File: src/rtl/mux_arb_stream_if.sv
// mux_arb_stream_if
//   Bundles the WAYS producer streams and the single consumer stream seen by
//   mux_arb_stream.
//   Optional feature macro: MUX_ARB_STREAM_LOCK_EN adds in_last/out_last.
//
// Signals
//   in_data   [WAYS*WIDTH] packed channel data, channel i at [i*WIDTH +: WIDTH]
//   in_valid  [WAYS]       per-channel valid
//   in_ready  [WAYS]       per-channel ready, one-hot or zero
//   in_last   [WAYS]       per-channel end-of-packet (lock build only)
//   out_data  [WIDTH]      registered selected word
//   out_sel   [SEL_W]      source channel of out_data
//   out_valid              output stage holds a word
//   out_ready              consumer accepts the word
//   out_last               end-of-packet of out_data (lock build only)
//
// Modports
//   master : producers plus consumer (drives inputs, observes outputs)
//   slave  : the arbiter
interface mux_arb_stream_if #(
  parameter int WIDTH = 16,
  parameter int WAYS  = 8
);
  localparam int SEL_W = $clog2(WAYS);

  logic [WAYS*WIDTH-1:0] in_data;
  logic [WAYS-1:0]       in_valid;
  logic [WAYS-1:0]       in_ready;
  logic [WIDTH-1:0]      out_data;
  logic [SEL_W-1:0]      out_sel;
  logic                  out_valid;
  logic                  out_ready;
`ifdef MUX_ARB_STREAM_LOCK_EN
  logic [WAYS-1:0]       in_last;
  logic                  out_last;

  modport master (
    output in_data, in_valid, in_last, out_ready,
    input  in_ready, out_data, out_sel, out_valid, out_last
  );

  modport slave (
    input  in_data, in_valid, in_last, out_ready,
    output in_ready, out_data, out_sel, out_valid, out_last
  );
`else
  modport master (
    output in_data, in_valid, out_ready,
    input  in_ready, out_data, out_sel, out_valid
  );

  modport slave (
    input  in_data, in_valid, out_ready,
    output in_ready, out_data, out_sel, out_valid
  );
`endif

endinterface

File: src/rtl/mux_arb_stream.sv
// mux_arb_stream
//   Arbitrates WAYS valid/ready input streams of WIDTH bits onto a single
//   registered output stage, tagging each word with its source channel.
//   MODE=0 : round-robin, search starts at the channel after the last winner.
//   MODE=1 : fixed priority, lowest index wins.
//   The output stage refills in the cycle it drains (1 word/cycle).
//
//   Optional feature macro: MUX_ARB_STREAM_LOCK_EN
//     Adds in_last/out_last. A winner keeps the grant until it transfers a
//     beat with in_last set; the round-robin pointer only moves on that beat.
//
// Ports
//   clk    rising-edge clock
//   rst_n  asynchronous, active-low reset
//   bus    mux_arb_stream_if.slave (in_data, in_valid, in_ready, out_data,
//          out_sel, out_valid, out_ready [, in_last, out_last])
module mux_arb_stream #(
  parameter int WIDTH = 16,
  parameter int WAYS  = 8,
  parameter int MODE  = 0
) (
  input  logic            clk,
  input  logic            rst_n,
  mux_arb_stream_if.slave bus
);

  localparam int               SEL_W    = $clog2(WAYS);
  localparam logic [SEL_W:0]   WAYS_EXT = (SEL_W+1)'(WAYS);
  localparam logic [SEL_W-1:0] LAST_IDX = SEL_W'(WAYS-1);

  logic [SEL_W-1:0]  ptr;
  logic [SEL_W-1:0]  ptr_next;
  logic [SEL_W-1:0]  base;
  logic [WAYS-1:0]   req;
  logic [2*WAYS-1:0] req_dbl;
  logic [WAYS-1:0]   req_rot;
  logic [SEL_W:0]    idx_sum;
  logic [SEL_W-1:0]  grant;
  logic              found;
  logic              any_req;
  logic              load_en;
  logic              xfer;
  logic [WIDTH-1:0]  grant_data;
  logic [WAYS-1:0]   ready_vec;

`ifdef MUX_ARB_STREAM_LOCK_EN
  logic              lock;
  logic [SEL_W-1:0]  lock_idx;
  logic [WAYS-1:0]   lock_mask;
  logic              grant_last;

  // While locked, every channel except the locked one is invisible.
  always_comb begin
    lock_mask = '0;
    for (int i = 0; i < WAYS; i++) begin
      lock_mask[i] = (lock_idx == SEL_W'(i));
    end
  end

  assign req = lock ? (bus.in_valid & lock_mask) : bus.in_valid;
`else
  assign req = bus.in_valid;
`endif

  assign any_req = |req;
  assign load_en = !bus.out_valid || bus.out_ready;
  assign xfer    = load_en && any_req;

  // Rotate the request vector so the search always starts at bit 0; the
  // winner's offset is then added back onto the base, modulo WAYS.
  assign base    = (MODE == 1) ? '0 : ptr;
  assign req_dbl = {req, req} >> base;
  assign req_rot = req_dbl[WAYS-1:0];

  always_comb begin
    grant   = '0;
    found   = 1'b0;
    idx_sum = '0;
    for (int j = 0; j < WAYS; j++) begin
      if (!found && req_rot[j]) begin
        found   = 1'b1;
        idx_sum = {1'b0, base} + (SEL_W+1)'(j);
        if (idx_sum >= WAYS_EXT) begin
          idx_sum = idx_sum - WAYS_EXT;
        end
        grant = idx_sum[SEL_W-1:0];
      end
    end
  end

  // Explicit wrap so non-power-of-two WAYS never leaves ptr out of range.
  assign ptr_next = (grant == LAST_IDX) ? '0 : grant + SEL_W'(1);

  always_comb begin
    grant_data = '0;
    ready_vec  = '0;
`ifdef MUX_ARB_STREAM_LOCK_EN
    grant_last = 1'b0;
`endif
    for (int i = 0; i < WAYS; i++) begin
      if (grant == SEL_W'(i)) begin
        grant_data   = bus.in_data[i*WIDTH +: WIDTH];
        ready_vec[i] = xfer;
`ifdef MUX_ARB_STREAM_LOCK_EN
        grant_last   = bus.in_last[i];
`endif
      end
    end
  end

  assign bus.in_ready = ready_vec;

  always_ff @(posedge clk or negedge rst_n) begin
    if (!rst_n) begin
      bus.out_valid <= 1'b0;
      bus.out_data  <= '0;
      bus.out_sel   <= '0;
      ptr           <= '0;
    end else if (load_en) begin
      bus.out_valid <= any_req;
      if (any_req) begin
        bus.out_data <= grant_data;
        bus.out_sel  <= grant;
`ifndef MUX_ARB_STREAM_LOCK_EN
        ptr          <= ptr_next;
`else
        if (grant_last) begin
          ptr <= ptr_next;
        end
`endif
      end
    end
  end

`ifdef MUX_ARB_STREAM_LOCK_EN
  always_ff @(posedge clk or negedge rst_n) begin
    if (!rst_n) begin
      lock         <= 1'b0;
      lock_idx     <= '0;
      bus.out_last <= 1'b0;
    end else if (xfer) begin
      bus.out_last <= grant_last;
      lock         <= !grant_last;
      lock_idx     <= grant;
    end
  end
`endif

endmodule

File: src/flat_wrapper.sv
// flat-port wrapper written by rule: the top's interface ports become plain ports
module mux_arb_stream_flat 
#(
  parameter int WIDTH = 16,
  parameter int WAYS  = 8,
  parameter int MODE  = 0
)
  (clk, rst_n, bus_in_data, bus_in_valid, bus_out_ready, bus_in_ready, bus_out_data, bus_out_sel, bus_out_valid);
  mux_arb_stream_if #(.WIDTH(WIDTH), .WAYS(WAYS)) bus_i ();
  input  logic clk;
  input  logic rst_n;
  input wire logic [$bits(bus_i.in_data)-1:0] bus_in_data;
  input wire logic [$bits(bus_i.in_valid)-1:0] bus_in_valid;
  input wire logic [$bits(bus_i.out_ready)-1:0] bus_out_ready;
  output wire logic [$bits(bus_i.in_ready)-1:0] bus_in_ready;
  output wire logic [$bits(bus_i.out_data)-1:0] bus_out_data;
  output wire logic [$bits(bus_i.out_sel)-1:0] bus_out_sel;
  output wire logic [$bits(bus_i.out_valid)-1:0] bus_out_valid;
  assign bus_i.in_data = bus_in_data;
  assign bus_i.in_valid = bus_in_valid;
  assign bus_i.out_ready = bus_out_ready;
  assign bus_in_ready = bus_i.in_ready;
  assign bus_out_data = bus_i.out_data;
  assign bus_out_sel = bus_i.out_sel;
  assign bus_out_valid = bus_i.out_valid;
  mux_arb_stream #(.WIDTH(WIDTH), .WAYS(WAYS), .MODE(MODE)) u_core (.clk(clk), .rst_n(rst_n), .bus(bus_i));
endmodule
File: config.mk
export PLATFORM = sky130hd
export DESIGN_NAME = mux_arb_stream_flat
export DESIGN_NICKNAME = d
export VERILOG_FILES = /design/src/rtl/mux_arb_stream_if.sv /design/src/rtl/mux_arb_stream.sv /design/src/flat_wrapper.sv
export SDC_FILE = /design/constraint.sdc
export NUM_CORES = 1
export LEC_CHECK = 0
export ABC_AREA = 1
export CORE_ASPECT_RATIO = 1.1
export CORE_MARGIN = 1.5
export CORE_UTILIZATION = 35
export CTS_BUF_LIST = sky130_fd_sc_hd__clkbuf_16
export CTS_CLUSTER_SIZE = 28
export DETAILED_ROUTE_END_ITERATION = 10
export GPL_TIMING_DRIVEN = 0
export PLACE_DENSITY = 0.7
export SLEW_MARGIN = 20
export SYNTH_ARGS = -nofsm -noshare
export SYNTH_HDL_FRONTEND = slang
export SYNTH_SLANG_ARGS = --single-unit
File: constraint.sdc
create_clock -name clk -period 5.8 [get_ports clk]
set_clock_uncertainty 0.2 [all_clocks]
set_input_delay 1.45 -clock clk [delete_from_list [all_inputs] [get_ports clk]]
set_output_delay 1.45 -clock clk [all_outputs]
set_load 0.02 [all_outputs]
After elaboration in Yosys (flattened, before gate mapping)
Index checks and enable logic that the tools add are counted.
{"block": "word_totals", "out_inout_bits": 28, "input_bits": 139, "wordCells": 96, "regBits": 23}
{"block": "classes", "reduce_logical": 20, "magnitude_cmp": 8, "shift": 1, "mux": 40, "addsub": 16, "eq_ne": 7}
{"operator": "16-bit 2-to-1 mux", "count": 8}
{"operator": "3-bit 2-to-1 mux", "count": 17}
{"operator": "4-bit >= comparator (second input constant)", "count": 7}
{"operator": "3-bit by 1-bit subtractor with 3-bit output (second input constant)", "count": 8}
{"operator": "3-bit by 3-bit adder with 4-bit output (second input constant)", "count": 4}
{"operator": "16-bit by 3-bit right shift with 8-bit output", "count": 1}
{"operator": "1-bit 2-to-1 mux", "count": 15}
{"operator": "3-bit == test (second input constant)", "count": 4}
{"operator": "3-bit by 2-bit adder with 4-bit output (second input constant)", "count": 2}
{"operator": "1-bit logical AND", "count": 8}
{"operator": "1-bit zero test", "count": 8}
{"operator": "8-bit OR reduction", "count": 1}
{"operator": "3-bit by 2-bit == test with 1-bit output (second input constant)", "count": 2}
{"operator": "3-bit by 1-bit adder with 4-bit output (second input constant)", "count": 1}
{"operator": "3-bit by 4-bit >= comparator with 1-bit output (second input constant)", "count": 1}
{"operator": "3-bit by 1-bit adder with 3-bit output (second input constant)", "count": 1}
{"operator": "3-bit by 1-bit == test with 1-bit output (second input constant)", "count": 1}
{"operator": "3-bit zero test", "count": 1}
{"operator": "2-bit AND reduction", "count": 1}
{"operator": "1-bit logical OR", "count": 1}

Longest topological paths before layout
Gate-level depths: netlist of run 1.
{"block": "logic_depth", "word_depth": 32, "ltp_mapped": 30, "mapped_depth_nobuf": 26}

Least setup slack after synthesis of run 1
No wires, ideal clock.
{"block": "synth_timing", "path_kind": "input to output", "start": "in bus_in_valid[0]", "end": "out bus_in_ready[1]", "setup_slack_ns": 0.180, "t_arrival_ns": 3.970, "cell_stages": 18, "required_time_ns": 4.150, "n_path_buf": 3, "path_cell_list": "nand2_1 -> nand3_2 -> nand2_1 -> nand2_1 -> nand2_2 -> nor2_1 -> nand2_1 -> o21ai_0 -> nor4_1 -> nand3_1 -> or2_2 -> inv_1 -> ha_1 -> clkbuf_1 -> clkbuf_1 -> clkbuf_1 -> nand2_1 -> nor2_1"}
{"block": "synth_between", "elab_chain_cells": 25, "word_cells_on_any_way": 34, "classes_between": "eq/ne: 1; shift: 1; mux: 16; reduce/logical: 16"}
{"element": "start, declared", "line": "flat_wrapper.sv:13", "rtl": "input wire logic [$bits(bus_i.in_valid)-1:0] bus_in_valid;"}
{"element": "16-bit by 3-bit right shift with 8-bit output (*)", "line": "mux_arb_stream.sv:72", "rtl": "assign req_dbl = {req, req} >> base;"}
{"element": "1-bit 2-to-1 mux", "line": "mux_arb_stream.sv:80", "rtl": "if (!found && req_rot[j]) begin"}
{"element": "1-bit zero test", "line": "mux_arb_stream.sv:80"}
{"element": "1-bit logical AND", "line": "mux_arb_stream.sv:80"}
{"element": "1-bit 2-to-1 mux", "line": "mux_arb_stream.sv:80"}
{"element": "1-bit zero test", "line": "mux_arb_stream.sv:80"}
{"element": "1-bit logical AND", "line": "mux_arb_stream.sv:80"}
{"element": "1-bit 2-to-1 mux", "line": "mux_arb_stream.sv:80"}
{"element": "[... 10 more ...]"}
{"element": "1-bit logical AND", "line": "mux_arb_stream.sv:80"}
{"element": "1-bit 2-to-1 mux", "line": "mux_arb_stream.sv:80"}
{"element": "1-bit zero test", "line": "mux_arb_stream.sv:80"}
{"element": "1-bit logical AND", "line": "mux_arb_stream.sv:80"}
{"element": "3-bit 2-to-1 mux (*)", "line": "mux_arb_stream.sv:80"}
{"element": "net u_core.grant[1]", "line": "mux_arb_stream.sv:38", "rtl": "logic [SEL_W-1:0] grant;"}
{"element": "3-bit by 1-bit == test with 1-bit output (*)", "line": "mux_arb_stream.sv:101", "rtl": "if (grant == SEL_W'(i)) begin"}
{"element": "1-bit 2-to-1 mux (*)", "line": "mux_arb_stream.sv:101"}
{"element": "end, declared", "line": "flat_wrapper.sv:15", "rtl": "output wire logic [$bits(bus_i.in_ready)-1:0] bus_in_ready;"}
Mark *: on every way through the listed nets, which the timed path passes. The rest lies on a longest branch.

Worst setup path after layout of run 1
{"block": "layout_timing", "start": "in bus_in_valid[6]", "end": "out bus_in_ready[1]"}
Same word-level chain as after synthesis.

==> flow_summary_export.csv, run 1 <==
group,metric,value,unit
synth,synth_nets,799,
cells_and_area,nets,967,
setup_path,path_common_cell,"nand2_1",
global_route,grt_overflow,0,
setup_path,path_max_fanout,10,
sta,hold_violations,0,
synth,synth_seq_cells,23,
sta,clock.fmax,178.9,MHz
setup_path,cp_slowest_cell,"nor4_1",
floorplanning,core,9937,µm²
setup_path,critPathLaunchType,"input port",
drt,drt_iter0_markers,306,
sta,tns,0,ns
drt,wire_per_inst,14.18,µm
setup_path,end_kind,"output port",
setup_path,reg2reg_slack,1.78,ns
cells_and_area,fillerInstances,1025,
synth,synth_ff_type,"dfrtp_1",
floorplanning,die_h,109.2,µm
synth,synth_cells,652,
min_path,hp-class,"reg -> reg",
drt,dr.pass1.iters,5,
drt,detail-route-antenna-nets,0,
floorplanning,die_area,10870,µm²
cells_and_area,drive_above_1_share,12.70,%
synth,ys_types,33,
sta,setup_viol_count_final,0,
status,outcome,"finished, final reports clean",
global_route,grt_pass1_vias,4438,
cts,clockBufferDepth,2,
setup_path,max_stage_delay,0.30,ns
setup_path,worstSetupPathType,"in -> out",
sta,slew_viol_final,0,
synth,ys_seq_area_share,16.03,%
sta,min_period_over_period,96.38,%
synth,synth_edf_count,0,
floorplanning,start_util,36.12,%
cts,cts_hold_buf,0,
global_route,antenna_found_initial,0,
synth,syn_area_per_cell,5.506,µm²
cts,cts.htree.levels,1,
place,hpwl,11.04,mm
sta,rsz0062_at_grt,"no",
synth,ys_warn_count,0,
synth,synth_area,3590,µm²
cts,clock_sinks,23,
cells_and_area,register_area,575.6,µm²
cts,cts_tree,"built",
global_route,grt_first_pass_wirelength,20.80,mm
cts,cts_inserted_buffers,3,
drt,wl,13.32,mm
sta,min_period,5.590,ns
floorplanning,rows,38,
setup_path,crit_chain,"dlygate4sd2_1 -> nand2_1 -> nand3_1 -> nand2_1 -> nand2_1 -> nand2_2 -> nor2_1 -> nand2_1 -> o21ai_0 -> nor4_1 -> nand3_1 -> or2_4 -> inv_4 -> ha_4 -> clkbuf_16 -> clkbuf_8 -> nand2_1 -> nor2_1 -> buf_4",
cts,clkTransAtPathRegs,0.06,ns
sta,tightest_slew,0.5620,ns
cts,cts_root_buffer,"clkbuf_16",
global_route,grt_max_degree,24,
drt,vias,4696,
setup_path,arrival,3.94,ns
place,port_buffers,166,
global_route,grt.total_usage,24.16,%
synth,ys_async_sr_fraction,100.0,%
drt,viasPerCell,5.001,
cells_and_area,multi_input_area,2499,µm²
floorplanning,die_w,99.56,µm
run,max-cap-violations,0,
cells_and_area,syn2layout_area_growth,56.71,%
sta,relSlewSlack,62.54,%
floorplanning,num_io_pins,167,
cells_and_area,antenna_cells,0,
drt,route.detailed.drc,0,
place,gp_congestion,0.9579,
setup_path,cp.required,4.15,ns
cts,insertion_delay,0.26,ns
[through the flow]
step / util [%] / hold slack [ns] / instances / instance area (µm²) / setup slack (ns)
2_1_floorplan: - / 0.3929 / 652 / 3590 / 0.1804
3_5_place_dp: 54.36 / 0.2959 / 938 / 5401 / -1.364
3_3_place_gp: 54.36 / 0.2891 / 938 / 5401 / -1.330
4_1_cts: 56.40 / 0.3118 / 939 / 5604 / 0.1417
5_1_grt: 56.61 / 0.3492 / 939 / 5625 / 0.01657
6_report: 56.61 / 0.3102 / 939 / 5625 / 0.2100
[final timing paths]
kind	from	depth (start not counted)	endpoint
hold / removal	u_core.bus.out_sel[1]$_DFFE_PN0P_	2	u_core.bus.out_sel[1]$_DFFE_PN0P_
setup / recovery	bus_in_valid[6]	19	bus_in_ready[1]
min in group asynchronous	rst_n	1	u_core.bus.out_data[7]$_DFFE_PN0P_
hold reg to reg	u_core.bus.out_sel[1]$_DFFE_PN0P_	2	u_core.bus.out_sel[1]$_DFFE_PN0P_
setup reg to reg	u_core.base[0]$_DFFE_PN0P_	27	u_core.bus.out_data[4]$_DFFE_PN0P_
max in group asynchronous	rst_n	1	u_core.bus.out_data[4]$_DFFE_PN0P_
[final cells by class]
class	instances	area share (%)
Multi-Input combinational cell	484	44.42
Timing Repair Buffer	169	29.18
Sequential cell	23	10.23
Inverter	101	6.939
Buffer	38	5.138
Tap cell	120	2.669
Clock buffer	3	1.335
Clock inverter	1	0.08897
[metal layers]
metal / vias up / share of wire, % / global-route usage [%]
met5: - / 0 / 0
met3: 21 / 6.1 / 4.295
li1: 2389 / - / -
met4: 0 / 2.0 / 6.137
met2: 177 / 49 / 43.84
met1: 2109 / 42 / 29.48
[Yosys cell counts (11+ instances only)]
master,count,area [µm²]
nor2_1,64,240.2
dfrtp_1,23,575.6
o21ai_0,24,120.1
nand4_1,51,319.1
nand3_1,40,200.2
clkbuf_1,16,60.06
inv_2,15,56.30
a22o_1,16,140.1
nand2_2,11,68.82
nand2_1,239,897.1
inv_1,84,315.3
[cell families (layout without fill, tap and decap cells)]
group	after synthesis	in the layout	share of synthesized area, %
flip-flops	23	23	16.03
buffers and inverters	145	312	17.85
AO/OA/AOI/OAI	44	44	8.087
AND/OR/NAND/NOR	429	429	54.51
adder cells (fa/ha/maj)	8	8	2.789
XOR/XNOR	3	3	0.7321
[layout by cell type (no fill, tap or decap), types with 8 or more instances in the layout]
cell type,instances
nand2_2,15
inv_2,15
nand3_2,11
dfrtp_1,23
buf_6,9
nor2_1,62
buf_4,10
clkdlybuf4s50_1,149
inv_1,81
nand4_1,51
a22o_1,16
buf_2,13
clkbuf_1,10
nand3_1,38
nand2_1,232
dlygate4sd2_1,8
o21ai_0,23
[sequential cells by signal, summed over array words and instances, names as in the netlist]
register and count:
u_core.bus.out_data 16, u_core.base 3, u_core.bus.out_sel 3, u_core.bus.out_valid 1
[timing repair]
action / 4_1_cts / 5_1_grt
endpoints found under the setup margin: 8 / 7
endpoints found under the hold margin: 0 / 0
buffers inserted: 3 / 0
pin swaps: 2 / 3
cloned: 0 / 0
gates resized for setup: 78 / 12
[worst max-delay path, delay by kind of cell]
family | cells | cell delay (ns)
AO/OA/AOI/OAI | 1 | 0.07
adder cells (fa/ha/maj) | 1 | 0.14
buffers and inverters | 5 | 0.83
AND/OR/NAND/NOR | 12 | 1.43
Power of run 1 is left out: the tool's default activity adds up to more than one toggle a clock period on the data nets, which glitch-free logic cannot reach.
==> inputs of run 2 (changes only) <==
- SKIP_LAST_GASP: default -> 1
==> flow_summary_export.csv, run 2 (synthesis results as in run 1) <==
group,metric,value,unit
cells_and_area,drive_above_1_share,12.45,%
floorplanning,rows,38,
cells_and_area,final_cell_mix,"nand2_1, clkdlybuf4s50_1, inv_1, nor2_1, nand4_1",
sta,min_period,5.638,ns
setup_path,path_max_fanout,10,
global_route,antenna_found_initial,0,
drt,dr.pass1.iters,5,
sta,clock.fmax,177.4,MHz
global_route,gr-usage-met3,4.295,%
cells_and_area,mostFrequentLayoutCell,"nand2_1",
drt,route.detailed.drc,0,
drt,wl,13.37,mm
setup_path,arrival,3.99,ns
drt,vias,4679,
run,max-cap-violations,0,
cells_and_area,syn2layout_area_growth,56.43,%
setup_path,max_stage_delay,0.27,ns
cts,clock_sinks,23,
floorplanning,die_area,10870,µm²
place,gp_congestion,0.9579,
cts,insertion_delay,0.26,ns
sta,rsz0062_at_grt,"yes",
cts,cts_root_buffer,"clkbuf_16",
cells_and_area,nets,967,
cells_and_area,largest_reg_flops,16,
drt,detail-route-antenna-nets,0,
global_route,grt_first_pass_wirelength,20.80,mm
place,port_buffers,166,
sta,setup_viol_count_final,0,
global_route,grt_max_degree,24,
setup_path,worstSetupPathType,"in -> out",
sta,setup_slack,0.1618,ns
status,outcome,"finished, final reports clean",
setup_path,path_common_cell,"nand2_1",
sta,relSlewSlack,62.10,%
cells_and_area,largest_register,"u_core.bus.out_data",
global_route,grt.total_usage,24.16,%
global_route,busiest_layer,"met2",
global_route,grt_overflow,0,
cells_and_area,antenna_cells,0,
cts,cts_hold_buf,0,
cts,cts_tree,"built",
cts,cts_inserted_buffers,3,
place,hpwl,11.04,mm
setup_path,critPathLaunchType,"input port",
cts,clockBufferDepth,2,
cells_and_area,post-route-util,56.51,%
sta,min_period_over_period,97.21,%
drt,viasPerCell,4.983,
place,pre_cts_ws,-1.364,ns
global_route,use_met1,29.48,%
setup_path,cp.required,4.15,ns
floorplanning,die_h,109.2,µm
floorplanning,core,9937,µm²
setup_path,cp_slowest_cell,"dlygate4sd2_1",
setup_path,crit_chain,"dlygate4sd2_1 -> nand2_1 -> nand3_1 -> nand2_1 -> nand2_1 -> nand2_1 -> nand3_2 -> nor2_4 -> nand2_2 -> nor2_4 -> nand4_4 -> nand2_4 -> buf_6 -> buf_6 -> ha_1 -> inv_1 -> nor2_4 -> clkbuf_8 -> buf_4",
global_route,grtUsageMet2,43.84,%
sta,tns,0,ns
drt,wire_per_inst,14.24,µm
sta,hold_violations,0,
cts,cts.htree.levels,1,
min_path,hp-class,"reg -> reg",
floorplanning,die_w,99.56,µm
floorplanning,start_util,36.12,%
sta,tightest_slew,0.5685,ns
setup_path,crit_buf_inv,6,
setup_path,end_kind,"output port",
floorplanning,num_io_pins,167,
global_route,grt_pass1_vias,4438,
drt,drt_iter0_markers,272,
sta,slew_viol_final,0,
setup_path,cpLargestDelayFamily,"simple AND/OR/NAND/NOR gates",
cts,clkTransAtPathRegs,0.06,ns
-- run 2: routing by layer --
| metal | up-vias | share of wire (%) |
|---|---|---|
| met3 | 23 | 6.1 |
| met5 | - | 0 |
| met4 | 0 | 2.0 |
| li1 | 2387 | - |
| met1 | 2096 | 43 |
| met2 | 173 | 49 |
-- run 2: metrics by stage --
step | cells | cell area (µm²) | hold WS (ns)
6_report | 939 | 5615 | 0.3102
4_1_cts | 939 | 5604 | 0.3118
3_3_place_gp | 938 | 5401 | 0.2891
3_5_place_dp | 938 | 5401 | 0.2959
2_1_floorplan | 652 | 3590 | 0.3929
5_1_grt | 939 | 5615 | 0.3492
-- run 2: what timing repair did --
action                                  in CTS  in global routing
buffers inserted                             3                  0
gates resized for setup                     78                  8
pin swaps                                    2                  2
endpoints found under the setup margin       8                  7
-- run 2: area by class of cell --
class                      instances  area [µm²]
fill                            1029        4322
multi-input combinational        484        2494
timing repair buffer             169        1642
sequential                        23       575.6
inverter                         101       390.4
buffer                            38       284.0
tap                              120       150.1
clock buffer                       3       75.07
clock inverter                     1       5.005
-- run 2: worst paths after layout --
kind | start | endpoint | slack, ns | cells after the start
max reg2reg | u_core.base[2]$_DFFE_PN0P_ | u_core.bus.out_data[4]$_DFFE_PN0P_ | 1.77 | 24
min in group asynchronous | rst_n | u_core.bus.out_data[7]$_DFFE_PN0P_ | 0.96 | 1
max in group asynchronous | rst_n | u_core.bus.out_data[4]$_DFFE_PN0P_ | 4.09 | 1
min reg2reg | u_core.bus.out_sel[1]$_DFFE_PN0P_ | u_core.bus.out_sel[1]$_DFFE_PN0P_ | 0.31 | 2
min | u_core.bus.out_sel[1]$_DFFE_PN0P_ | u_core.bus.out_sel[1]$_DFFE_PN0P_ | 0.31 | 2
max | bus_in_valid[7] | bus_in_ready[7] | 0.16 | 19
-- run 2: tightest hold or removal path, cell delays in order, from the launching register on --
cell and delay, ns:
dfrtp_1 0.36, nand2_1 0.05, o21ai_0 0.06
Power of run 2 is left out for the same reason.
==> inputs of run 3 (changes only) <==
- ABC_AREA: 1 -> default
- CTS_CLUSTER_DIAMETER: default -> 200
- PLACE_DENSITY: 0.7 -> 0.73
==> flow_summary_export.csv, run 3 <==
group,metric,value,unit
sta,tightest_slew,0.6768,ns
cells_and_area,mostFrequentLayoutCell,"clkdlybuf4s50_1",
cts,clock_sinks,23,
cells_and_area,antenna_cells,0,
setup_path,cp.required,4.15,ns
synth,ys_top_cells_by_count,"nor2_1, nand2_1, clkbuf_1",
synth,synth_nets,558,
status,violations,"setup timing",
setup_path,critPathLaunchType,"input port",
sta,rsz0062_at_grt,"yes",
drt,detail-route-antenna-nets,0,
setup_path,worstSetupPathType,"in -> out",
global_route,grt_first_pass_wirelength,20.91,mm
synth,synth_area_leaders,"dfrtp_1, a221oi_1, o22ai_1, nor2_1, mux4_2",
drt,route.detailed.drc,0,
run,max-cap-violations,0,
cts,cts_root_buffer,"clkbuf_16",
sta,min_period,5.819,ns
setup_path,reg2reg_slack,0.66,ns
status,outcome,"complete, but fails checks",
global_route,antenna_found_initial,0,
synth,ys_async_sr_fraction,100.0,%
drt,dr.pass1.iters,4,
place,gp_congestion,0.9812,
floorplanning,num_io_pins,167,
drt,drt_iter0_markers,267,
cells_and_area,nets,742,
global_route,busiest_layer,"met2",
sta,hold_violations,0,
cts,clkTransAtPathRegs,0.06,ns
global_route,grtUsageMet2,49.44,%
global_route,grt_overflow,0,
cts,cts_inserted_buffers,3,
cells_and_area,drive_above_1_share,17.68,%
synth,synth_seq_cells,23,
synth,synth_ff_type,"dfrtp_1",
drt,wl,14.02,mm
cells_and_area,syn2layout_area_growth,70.35,%
cells_and_area,largest_reg_flops,16,
setup_path,r2r_start,"u_core.base[2]$_DFFE_PN0P_",
global_route,gr-usage-met3,3.171,%
place,hpwl,10.94,mm
synth,netlist.area_leader.share,18.07,%
floorplanning,die_h,103.1,µm
floorplanning,rows,36,
global_route,grt_max_degree,24,
synth,synth_area,3186,µm²
setup_path,end_kind,"output port",
synth,yosysMostFrequentCell,"nor2_1",
cts,cts_tree,"built",
floorplanning,core,8874,µm²
synth,syn_area_per_cell,7.751,µm²
floorplanning,die_area,9684,µm²
place,dp.cells,691,
setup_path,rr_worst_depth,15,
synth,synth_cells,411,
sta,tns,-0.03103,ns
place,port_buffers,166,
cts,clockBufferDepth,2,
global_route,grt.total_usage,28.10,%
cts,insertion_delay,0.26,ns
setup_path,cp-endpoint,"bus_in_ready[3]",
sta,clock.fmax,171.8,MHz
floorplanning,die_w,93.96,µm
global_route,grt_pass1_vias,4167,
cells_and_area,largest_register,"u_core.bus.out_data",
synth,ys_seq_area_share,18.07,%
cells_and_area,fillerInstances,804,
cells_and_area,final_cell_mix,"clkdlybuf4s50_1, nor2_1, nand2_1, a221oi_1, o22ai_1",
global_route,use_met1,34.28,%
sta,setup_slack,-0.01933,ns
synth,synth_edf_count,0,
floorplanning,start_util,35.90,%
synth,ys_types,48,
sta,min_period_over_period,100.3,%
min_path,hp-class,"reg -> reg",
cts,cts.htree.levels,1,
setup_path,path_max_fanout,10,
sta,setup_viol_count_final,2,
place,pre_cts_ws,-1.715,ns
cells_and_area,fin_cells,708,
drt,vias,4246,
synth,ys_warn_count,0,
synth,yosysTopAreaCell,"dfrtp_1",
drt,wire_per_inst,19.81,µm
drt,viasPerCell,5.997,
sta,slew_viol_final,0,
setup_path,arrival,4.17,ns
sta,relSlewSlack,54.88,%
setup_path,crit_start,"bus_in_valid[2]",
setup_path,r2r_end,"u_core.bus.out_data[6]$_DFFE_PN0P_",
run 3: cell types whose count changed after synthesis, sizes merged, moves of 19 or more:
cell    change
nand2     -217
inv        -91
nand4      -51
a221oi     +33
o22ai      +32
nand3      -26
nor2       -26
a21oi      +19
run 3: logic make-up after synthesis:
family,count (synthesis),synth area share (%)
DFF,23,18.07
buffers and inverters,53,7.305
xor gates and xnor gates,2,0.5500
adders and majority gates,8,3.142
muxes,24,12.37
and+or+nand+nor,146,21.64
AOI/OAI and AO/OA,155,36.92
run 3: layout make-up:
class | instances | area, µm² | share of cell area, %
Sequential cell | 23 | 575.6 | 10.61
Tap cell | 114 | 142.6 | 2.629
Inverter | 10 | 52.55 | 0.9684
Clock buffer | 3 | 75.07 | 1.383
Multi-Input combinational cell | 335 | 2599 | 47.89
Buffer | 37 | 224.0 | 4.127
Clock inverter | 1 | 3.754 | 0.06917
Timing Repair Buffer | 185 | 1754 | 32.33
run 3: repair_timing:
| action | in CTS | in global routing |
|---|---|---|
| cloned | 0 | 0 |
| resized for setup | 115 | 18 |
| endpoints found under the setup margin | 24 | 13 |
| setup buffers | 15 | 4 |
| pin swaps | 5 | 8 |
| hold buffers | 0 | 0 |
run 3: stage by stage:
| step | util (%) | instance area [µm²] | hold WS, ns |
|---|---|---|---|
| floorplan | - | 3232 | 0.3900 |
| global placement | 56.75 | 5036 | 0.2718 |
| detailed placement | 56.75 | 5036 | 0.2834 |
| CTS | 60.56 | 5374 | 0.3035 |
| global route | 61.15 | 5426 | 0.3107 |
| finish | 61.15 | 5426 | 0.3018 |
run 3: worst min path at each step:
stage / slack [ns] / end / cells past startpoint / start
5_1_grt: 0.31 / u_core.bus.out_sel[2]$_DFFE_PN0P_ / 2 / u_core.bus.out_sel[2]$_DFFE_PN0P_
3_5_place_dp: 0.28 / u_core.bus.out_sel[2]$_DFFE_PN0P_ / 2 / u_core.bus.out_sel[2]$_DFFE_PN0P_
2_1_floorplan: 0.39 / u_core.bus.out_sel[0]$_DFFE_PN0P_ / 2 / u_core.bus.out_sel[0]$_DFFE_PN0P_
6_report: 0.30 / u_core.bus.out_sel[2]$_DFFE_PN0P_ / 2 / u_core.bus.out_sel[2]$_DFFE_PN0P_
3_3_place_gp: 0.27 / u_core.bus.out_sel[2]$_DFFE_PN0P_ / 2 / u_core.bus.out_sel[2]$_DFFE_PN0P_
4_1_cts: 0.30 / u_core.bus.out_sel[2]$_DFFE_PN0P_ / 2 / u_core.bus.out_sel[2]$_DFFE_PN0P_
run 3: critical path, cell delays in order:
cell	delay, ns
buf_2	0.16
mux4_2	0.51
mux2i_4	0.20
buf_4	0.14
mux2i_1	0.21
nand3_1	0.15
a22o_2	0.38
a21oi_4	0.22
inv_4	0.09
ha_4	0.18
clkbuf_8	0.16
and2_2	0.17
buf_4	0.16
run 3: layer usage:
metal	part of all wire (%)	vias to the layer above
met5	0	-
met4	5.2	0
met3	5.4	49
met2	50	208
met1	40	2015
li1	-	1974
Power of run 3 is left out for the same reason.
